<file path="src/rtl/key_event_arbiter.sv">
// key_event_arbiter: shared key-event FIFO with host/UART round-robin read arbitration and a level IRQ; KEY_EVT_OVF_CNT_EN adds a dropped-push counter.
// Latency: earliest grant 2 cycles after the push cycle; at most one event per 3 cycles (IDLE -> SERVE -> RELEASE).
// Backpressure: pushes while full are dropped (full outputs warn the controller); readers are held off by the 4-phase req/grant handshake.
module key_event_arbiter #(
    parameter int ADDR_WIDTH = 3,
    localparam int LVL_WIDTH = ADDR_WIDTH + 1
) (
    input  logic                 system_clk_i,
    input  logic                 system_rst_i,
    input  logic                 fifo_write_enable_i,
    input  logic [5:0]           key_position_data_i,
    input  logic [7:0]           key_ascii_data_i,
    output logic                 position_fifo_full_o,
    output logic                 keycode_fifo_full_o,
    input  logic                 host_req_i,
    input  logic                 uart_req_i,
    output logic                 host_grant_o,
    output logic                 uart_grant_o,
    output logic                 rd_valid_o,
    output logic [5:0]           rd_position_o,
    output logic [7:0]           rd_ascii_o,
    output logic [LVL_WIDTH-1:0] fifo_level_o,
    input  logic [LVL_WIDTH-1:0] irq_threshold_i,
    output logic                 key_event_irq_o
`ifdef KEY_EVT_OVF_CNT_EN
    ,
    output logic [7:0]           ovf_count_o
`endif
);

    localparam int DEPTH = 2 ** ADDR_WIDTH;
    localparam logic [LVL_WIDTH-1:0] FULL_LVL = LVL_WIDTH'(DEPTH);

    typedef enum logic [1:0] {
        IDLE    = 2'b00,
        SERVE   = 2'b01,
        RELEASE = 2'b10
    } state_t;

    typedef enum logic {
        OWN_HOST = 1'b0,
        OWN_UART = 1'b1
    } owner_t;

    logic [5:0]            pos_mem   [DEPTH];
    logic [7:0]            ascii_mem [DEPTH];
    logic [ADDR_WIDTH-1:0] wr_ptr;
    logic [ADDR_WIDTH-1:0] rd_ptr;
    logic [LVL_WIDTH-1:0]  level;
    state_t                state;
    state_t                state_nxt;
    owner_t                last_owner;
    owner_t                pick;
    logic                  start;
    logic                  full;
    logic                  push;
    logic                  pop;
    logic                  owner_req;

    assign full                 = (level == FULL_LVL);
    assign position_fifo_full_o = full;
    assign keycode_fifo_full_o  = full;
    assign fifo_level_o         = level;
    assign push                 = fifo_write_enable_i && !full;
    assign pop                  = (state == SERVE);
    assign rd_valid_o           = pop;
    // last_owner doubles as the current owner while in SERVE/RELEASE
    assign host_grant_o         = pop && (last_owner == OWN_HOST);
    assign uart_grant_o         = pop && (last_owner == OWN_UART);
    assign owner_req            = (last_owner == OWN_HOST) ? host_req_i : uart_req_i;

    always_comb begin
        state_nxt = state;
        pick      = last_owner;
        start     = 1'b0;
        case (state)
            IDLE: begin
                if (level != '0 && (host_req_i || uart_req_i)) begin
                    start     = 1'b1;
                    state_nxt = SERVE;
                    if (host_req_i && uart_req_i) begin
                        pick = (last_owner == OWN_UART) ? OWN_HOST : OWN_UART;
                    end else if (host_req_i) begin
                        pick = OWN_HOST;
                    end else begin
                        pick = OWN_UART;
                    end
                end
            end
            SERVE:   state_nxt = RELEASE;
            RELEASE: begin
                if (!owner_req) begin
                    state_nxt = IDLE;
                end
            end
            default: state_nxt = IDLE;
        endcase
    end

    always_ff @(posedge system_clk_i) begin
        if (system_rst_i) begin
            state           <= IDLE;
            last_owner      <= OWN_UART;
            wr_ptr          <= '0;
            rd_ptr          <= '0;
            level           <= '0;
            rd_position_o   <= '0;
            rd_ascii_o      <= '0;
            key_event_irq_o <= 1'b0;
        end else begin
            state <= state_nxt;
            if (start) begin
                last_owner    <= pick;
                rd_position_o <= pos_mem[rd_ptr];
                rd_ascii_o    <= ascii_mem[rd_ptr];
            end
            if (push) begin
                wr_ptr <= wr_ptr + 1'b1;
            end
            if (pop) begin
                rd_ptr <= rd_ptr + 1'b1;
            end
            if (push && !pop) begin
                level <= level + 1'b1;
            end else if (!push && pop) begin
                level <= level - 1'b1;
            end
            key_event_irq_o <= (irq_threshold_i != '0) && (level >= irq_threshold_i);
        end
    end

    // Storage needs no reset: pointers and level define what is valid.
    always_ff @(posedge system_clk_i) begin
        if (!system_rst_i && push) begin
            pos_mem[wr_ptr]   <= key_position_data_i;
            ascii_mem[wr_ptr] <= key_ascii_data_i;
        end
    end

`ifdef KEY_EVT_OVF_CNT_EN
    always_ff @(posedge system_clk_i) begin
        if (system_rst_i) begin
            ovf_count_o <= '0;
        end else if (fifo_write_enable_i && full && ovf_count_o != 8'hFF) begin
            ovf_count_o <= ovf_count_o + 8'd1;
        end
    end
`endif

endmodule

</file>
<file path="config.mk">
export PLATFORM = sky130hd
export DESIGN_NAME = key_event_arbiter
export DESIGN_NICKNAME = d
export VERILOG_FILES = /design/src/rtl/key_event_arbiter.sv
export SDC_FILE = /design/constraint.sdc
export NUM_CORES = 1
export LEC_CHECK = 0
export BUFFER_PORTS_ARGS = -buffer_cell sky130_fd_sc_hd__buf_2
export CORE_ASPECT_RATIO = 1.2
export CORE_UTILIZATION = 35
export CTS_CLUSTER_DIAMETER = 60
export DETAILED_ROUTE_END_ITERATION = 16
export GPL_TIMING_DRIVEN = 0
export MAX_ROUTING_LAYER = met4
export REMOVE_ABC_BUFFERS = 1
export SLEW_MARGIN = 30
export SYNTH_ARGS = -nofsm -noshare
export SYNTH_HDL_FRONTEND = slang
export SYNTH_SLANG_ARGS = --single-unit
export TNS_END_PERCENT = 100
</file>
<file path="constraint.sdc">
create_clock -name system_clk_i -period 4.78 [get_ports system_clk_i]
set_input_delay 0.478 -clock system_clk_i [delete_from_list [all_inputs] [get_ports system_clk_i]]
set_output_delay 0.478 -clock system_clk_i [all_outputs]
set_load 0.005 [all_outputs]
</file>
== Word level (Yosys, flattened, before mapping) ==
Memories as Yosys holds them, arrays and structs flattened. A register that Yosys moved wholly into a read port is not among the register bits.
Index checks and enable logic that the tools add are counted.
Word-level totals
  bits in registers: 14
  memory bits (writable): 112
  bits of input ports: 23
  output and inout port bits: 24
  memories kept: 2
Operators by class
  add/subtract/negate cells: 4
  magnitude comparators: 1
  equal/unequal tests: 5
  mux-type cells: 13
  bitwise logic cells: 1
  reduce and logical (&&, ||, !) cells: 20
Memories
  ascii_mem: words 8, width 8, read ports 1, clocked after memory_dff 1, write ports 1, line 46  | logic [7:0] ascii_mem [DEPTH];
  pos_mem: words 8, width 6, read ports 1, clocked after memory_dff 1, write ports 1, line 45  | logic [5:0] pos_mem [DEPTH];
Operators by type and width (count)
  1-bit logical AND: 9
  1-bit two-way mux: 8
  4-bit two-way mux: 2
  4-bit nonzero test: 2
  3-bit by 1-bit adder with 3-bit output (second input constant): 2
  2-bit one-hot mux with 3 select lines: 1
  4-bit by 1-bit adder with 4-bit output (second input constant): 1
  4-bit == test (second input constant): 1
  4-bit >= comparator: 1
  1-bit zero test: 4
  2-bit two-way mux: 2
  2-bit inequality test (second input constant): 2
  4-bit by 1-bit subtractor with 4-bit output (second input constant): 1
  3-bit AND reduction: 1
  2-bit by 1-bit == test with 1-bit output (second input constant): 1
  2-bit == test (second input constant): 1
  2-bit zero test: 1
  2-bit AND reduction: 1
  2-bit nonzero test: 1
  1-bit logical OR: 1
  1-bit NOT: 1

== Depth between registers and ports, before layout ==
  word-level depth: 7
  mapped depth: 10
  mapped depth without buffers: 10

== Least setup slack after synthesis ==
OpenSTA, ideal clock, no wires.
  kind: register to register
  start point: reg level[0] (netlist: fifo_level_o[0])
  end point: mem ascii_mem[4][0], enable pin
  setup time: 421 ps
  arrival time: 2367 ps
  setup slack: 1992 ps
  cell stages (with the launch flop): 6
  path buffers: 0
  cell sequence: dfxtp_1 or4b_2 nand2_1 inv_1 nand2_1 nor4_1
Between the ends
  longest elaborated chain between the ends: 6
Ends and longest elaborated chain
  from (decl): line 49  | logic [LVL_WIDTH-1:0] level;
  from (signal assigned): line 124  | level <= level + 1'b1;
  from (signal assigned): line 126  | level <= level - 1'b1;
  4-bit == test: line 60  | assign full = (level == FULL_LVL);
  1-bit zero test: line 64  | assign push = fifo_write_enable_i && !full;
  1-bit logical AND: line 64
  1-bit logical AND: line 134  | if (!system_rst_i && push) begin
  1-bit two-way mux: line 134
  1-bit two-way mux (implied by the code): line 136  | ascii_mem[wr_ptr] <= key_ascii_data_i;
  to (decl): line 46
Every way passes these cells.

== Final worst setup path ==
  start point: reg level[0] (netlist: fifo_level_o[0])
  end point: reg level[3] (netlist: fifo_level_o[3])
Between the ends
  longest elaborated chain between the ends: 6
  elaborated cells between the ends (all ways): 11
  those cells by class: add/sub: 2; eq/ne: 1; mux: 2; reduce/logical: 6
Ends and longest elaborated chain
  branches (longest 6 deep; another with 4-bit by 1-bit subtractor with 4-bit output)
Parallel ways; which one is timed is not known. The select of a mux whose other input is x is not followed.
A chain may end at the register's enable or synchronous reset.

==> results.cfg <==
[outcome]
status = complete, no violations

[floorplanning]
dieArea_um2 = 16200
dieWidth_um = 116
core_area_um2 = 15100
fp-row-count = 49
start_util_pct = 36.2
ios = 47
die_y_um = 139

[synthesis]
synth-seq-cells = 140
ys.flop_type = edfxtp_1
synthCells = 300
netlist_area_um2 = 5480
synth_edf_count = 112
seq_area_frac_synth_pct = 71.6
yosys_warnings = 0
synth_cell_types = 36
synth_area_per_cell_um2 = 18.3
synthArstFlopShare_pct = 0

[placement]
numPlacedInstances = 554
port_buffers = 46
placed_area_um2 = 6100
place.detailed.hpwl_mm = 6.93
place_congestion = 0.688

[clock_network]
clock_latency_ps = 410
clk_pin_slew_ps = 60
cts_resized = 0
hold_buffers = 0
cts_max_path_buffers = 2
tritoncts = done
cts_sinks = 140
ctsHtreeMaxLevel = 4
post-cts-setup-buffers = 0
cts.root.buffer_cell = clkbuf_16
cts_made_buffers = 17

[critical_path]
crit_type = register to register
crit_path_end_kind = register
worstPathMaxFanout = 7
worstPathArrival_ps = 3430
r2r_start = fifo_level_o[0]$_SDFFE_PP0P_
r2r_end = fifo_level_o[3]$_SDFFE_PP0P_
critPathLaunchType = register
cp.required_ps = 5080
r2r_slack_ps = 1650
rr_worst_depth = 10

[min_path]
whs_path_depth = 1
hp-class = primary input to register
hold_end = ascii_mem[0][6]$_DFFE_PP_
hold_start = key_ascii_data_i[6]

[timing]
fin_crit_ps = 3130
final.setup.tns_ps = 0
worstMarginPinSlew_ps = 975
drv_slew = 0
timing.fmax_mhz = 319
clock_skew_ps = 7.26
relSlewSlack_pct = 34.9
hold_viol = 0
rsz0062_at_grt = false
setup_viol = 0
period_share_pct = 65.5

[power]
ir_drop_uv = 281
p_per_area_nw_per_um2 = 533
power.leakage_uw = 0.00238

[cells_and_area]
syn2layout_area_growth_pct = 22.7
drive_gt1_share_pct = 39.5
fillCellCount = 1350
nets = 402
postLayoutCellArea_um2 = 6720
seqCellArea_um2 = 3930
layout.cells.non_filler = 586
multi_input_area_um2 = 1470
n_antenna_cell = 0

[drt]
drt_first_pass_iters = 4
wirelength_mm = 10.6
drc = 0
drt_iter0_drc = 171
viasPerCell = 4.93
ant_nets = 0
num_vias = 2891
wl_per_cell_um = 18.1

[grt]
grt_max_degree = 21
antenna_found_initial = 0
grt_pass1_wl_mm = 16.6
grt_pass1_vias = 2973
overflow = 0
grt_use_total_pct = 15.0

[run]
maxCapViolations = 0
## flip-flops by register name, summed over array words and instances, names as in the netlist
name             count
last_owner           1
ascii_mem           64
pos_mem             48
state                2
rd_ptr               3
fifo_level_o         4
wr_ptr               3
key_event_irq_o      1
rd_ascii_o           8
rd_position_o        6
## cells in the mapped netlist (2+ instances only)
cell,number,share of area (%)
nor3_1,3,0.27
inv_1,9,0.62
nand2_1,9,0.62
mux2_2,16,3.3
dfxtp_1,28,10
nor4_1,4,0.46
edfxtp_1,112,61
nand3b_1,2,0.27
o21ai_0,2,0.18
a22o_1,14,2.2
xor2_1,3,0.48
xnor2_1,3,0.48
ha_1,9,2.1
clkbuf_1,7,0.48
a21oi_1,6,0.55
nor2b_1,2,0.23
nor2_1,21,1.4
mux4_2,28,12
buf_2,4,0.37
nand3_1,2,0.18
## cell type report
cell class / count / area share [%]
repair buffers: 65 / 6.07
well taps: 204 / 3.80
flip-flops and latches: 140 / 58.5
clock buffers: 19 / 6.44
inverters: 9 / 0.503
clock inverters: 13 / 2.85
multi-input cells: 136 / 21.9
## layer usage
layer / share of wire, % / vias to the layer above / wire (um) / track usage (%)
li1: - / 1326 / - / -
met1: 45 / 1490 / 4740 / 18.2
met2: 51 / 63 / 5350 / 23.3
met3: 3.3 / 12 / 354 / 4.63
met4: 1.4 / 0 / 143 / 5.67
met5: 0 / - / 0 / -
## power breakdown
group / switching (uW) / internal, uW / leakage, uW
clock network: 499 / 877 / 0.000294
registers: 101 / 1440 / 0.00124
logic: 302 / 368 / 0.000839
## cell families after synthesis
kind of cell               count (synthesis)  share of synthesized area [%]
buffers and inverters                     24                           2.24
adders and majority gates                 10                           2.42
muxes                                     45                           15.0
and+or+nand+nor                           49                           4.29
xor gates and xnor gates                   6                          0.959
AOI/OAI and AO/OA                         26                           3.49
DFF                                      140                           71.6
## critical path, stage by stage (launching register included)
cell and delay [ps]:
dfxtp_1 390, or4b_2 730, nand2_1 270, inv_1 170, ha_1 230, inv_1 130
ha_1 280, a21oi_1 200, a211oi_1 90, a31oi_1 180, mux2_2 350
## how the worst max path moves through the flow
stage / start / endpoint / slack [ps] / cells past startpoint
finish: fifo_level_o[0]$_SDFFE_PP0P_ / fifo_level_o[3]$_SDFFE_PP0P_ / 1650 / 10
global route: fifo_level_o[0]$_SDFFE_PP0P_ / fifo_level_o[3]$_SDFFE_PP0P_ / 1460 / 10
CTS: fifo_level_o[0]$_SDFFE_PP0P_ / fifo_level_o[3]$_SDFFE_PP0P_ / 1620 / 10
detailed placement: fifo_level_o[0]$_SDFFE_PP0P_ / fifo_level_o[3]$_SDFFE_PP0P_ / 1650 / 10
global placement: system_rst_i / pos_mem[0][3]$_DFFE_PP_ / 300 / 3
floorplan: fifo_level_o[0]$_SDFFE_PP0P_ / ascii_mem[4][0]$_DFFE_PP_ / 1990 / 5
## cells in the final DEF, fill, tap and decap left out, types with 2 or more instances in the layout
master      synthesis  routed
edfxtp_1          112     112
buf_2               4      51
mux4_2             28      28
dfxtp_1            28      26
nor2_1             21      17
clkbuf_16           0      17
mux2_2             16      16
a22o_1             14      14
inv_1               9       9
nand2_1             9       9
ha_1                9       9
buf_4               1       8
a21oi_1             6       6
nor2_2              0       4
bufinv_16           0       4
buf_6               1       4
nor3_2              0       3
nor4_1              4       3
xnor2_1             3       3
xor2_1              3       3
clkinvlp_4          0       3
clkinv_4            0       3
nor2b_1             2       2
nand3b_1            2       2
o21ai_0             2       2
nand3_1             2       2
inv_6               0       2
clkbuf_1            7       2
## through the flow
step	setup WS (ps)	util [%]	hold WS [ps]	power, uW
global placement	300	38.8	460	2200
detailed placement	1650	40.3	464	2250
floorplan	1990	-	470	1980
CTS	1620	44.4	318	3630
finish	1650	44.4	329	3580
global route	1460	44.4	319	3760
Note: power is estimated with default switching activity, not from simulation.
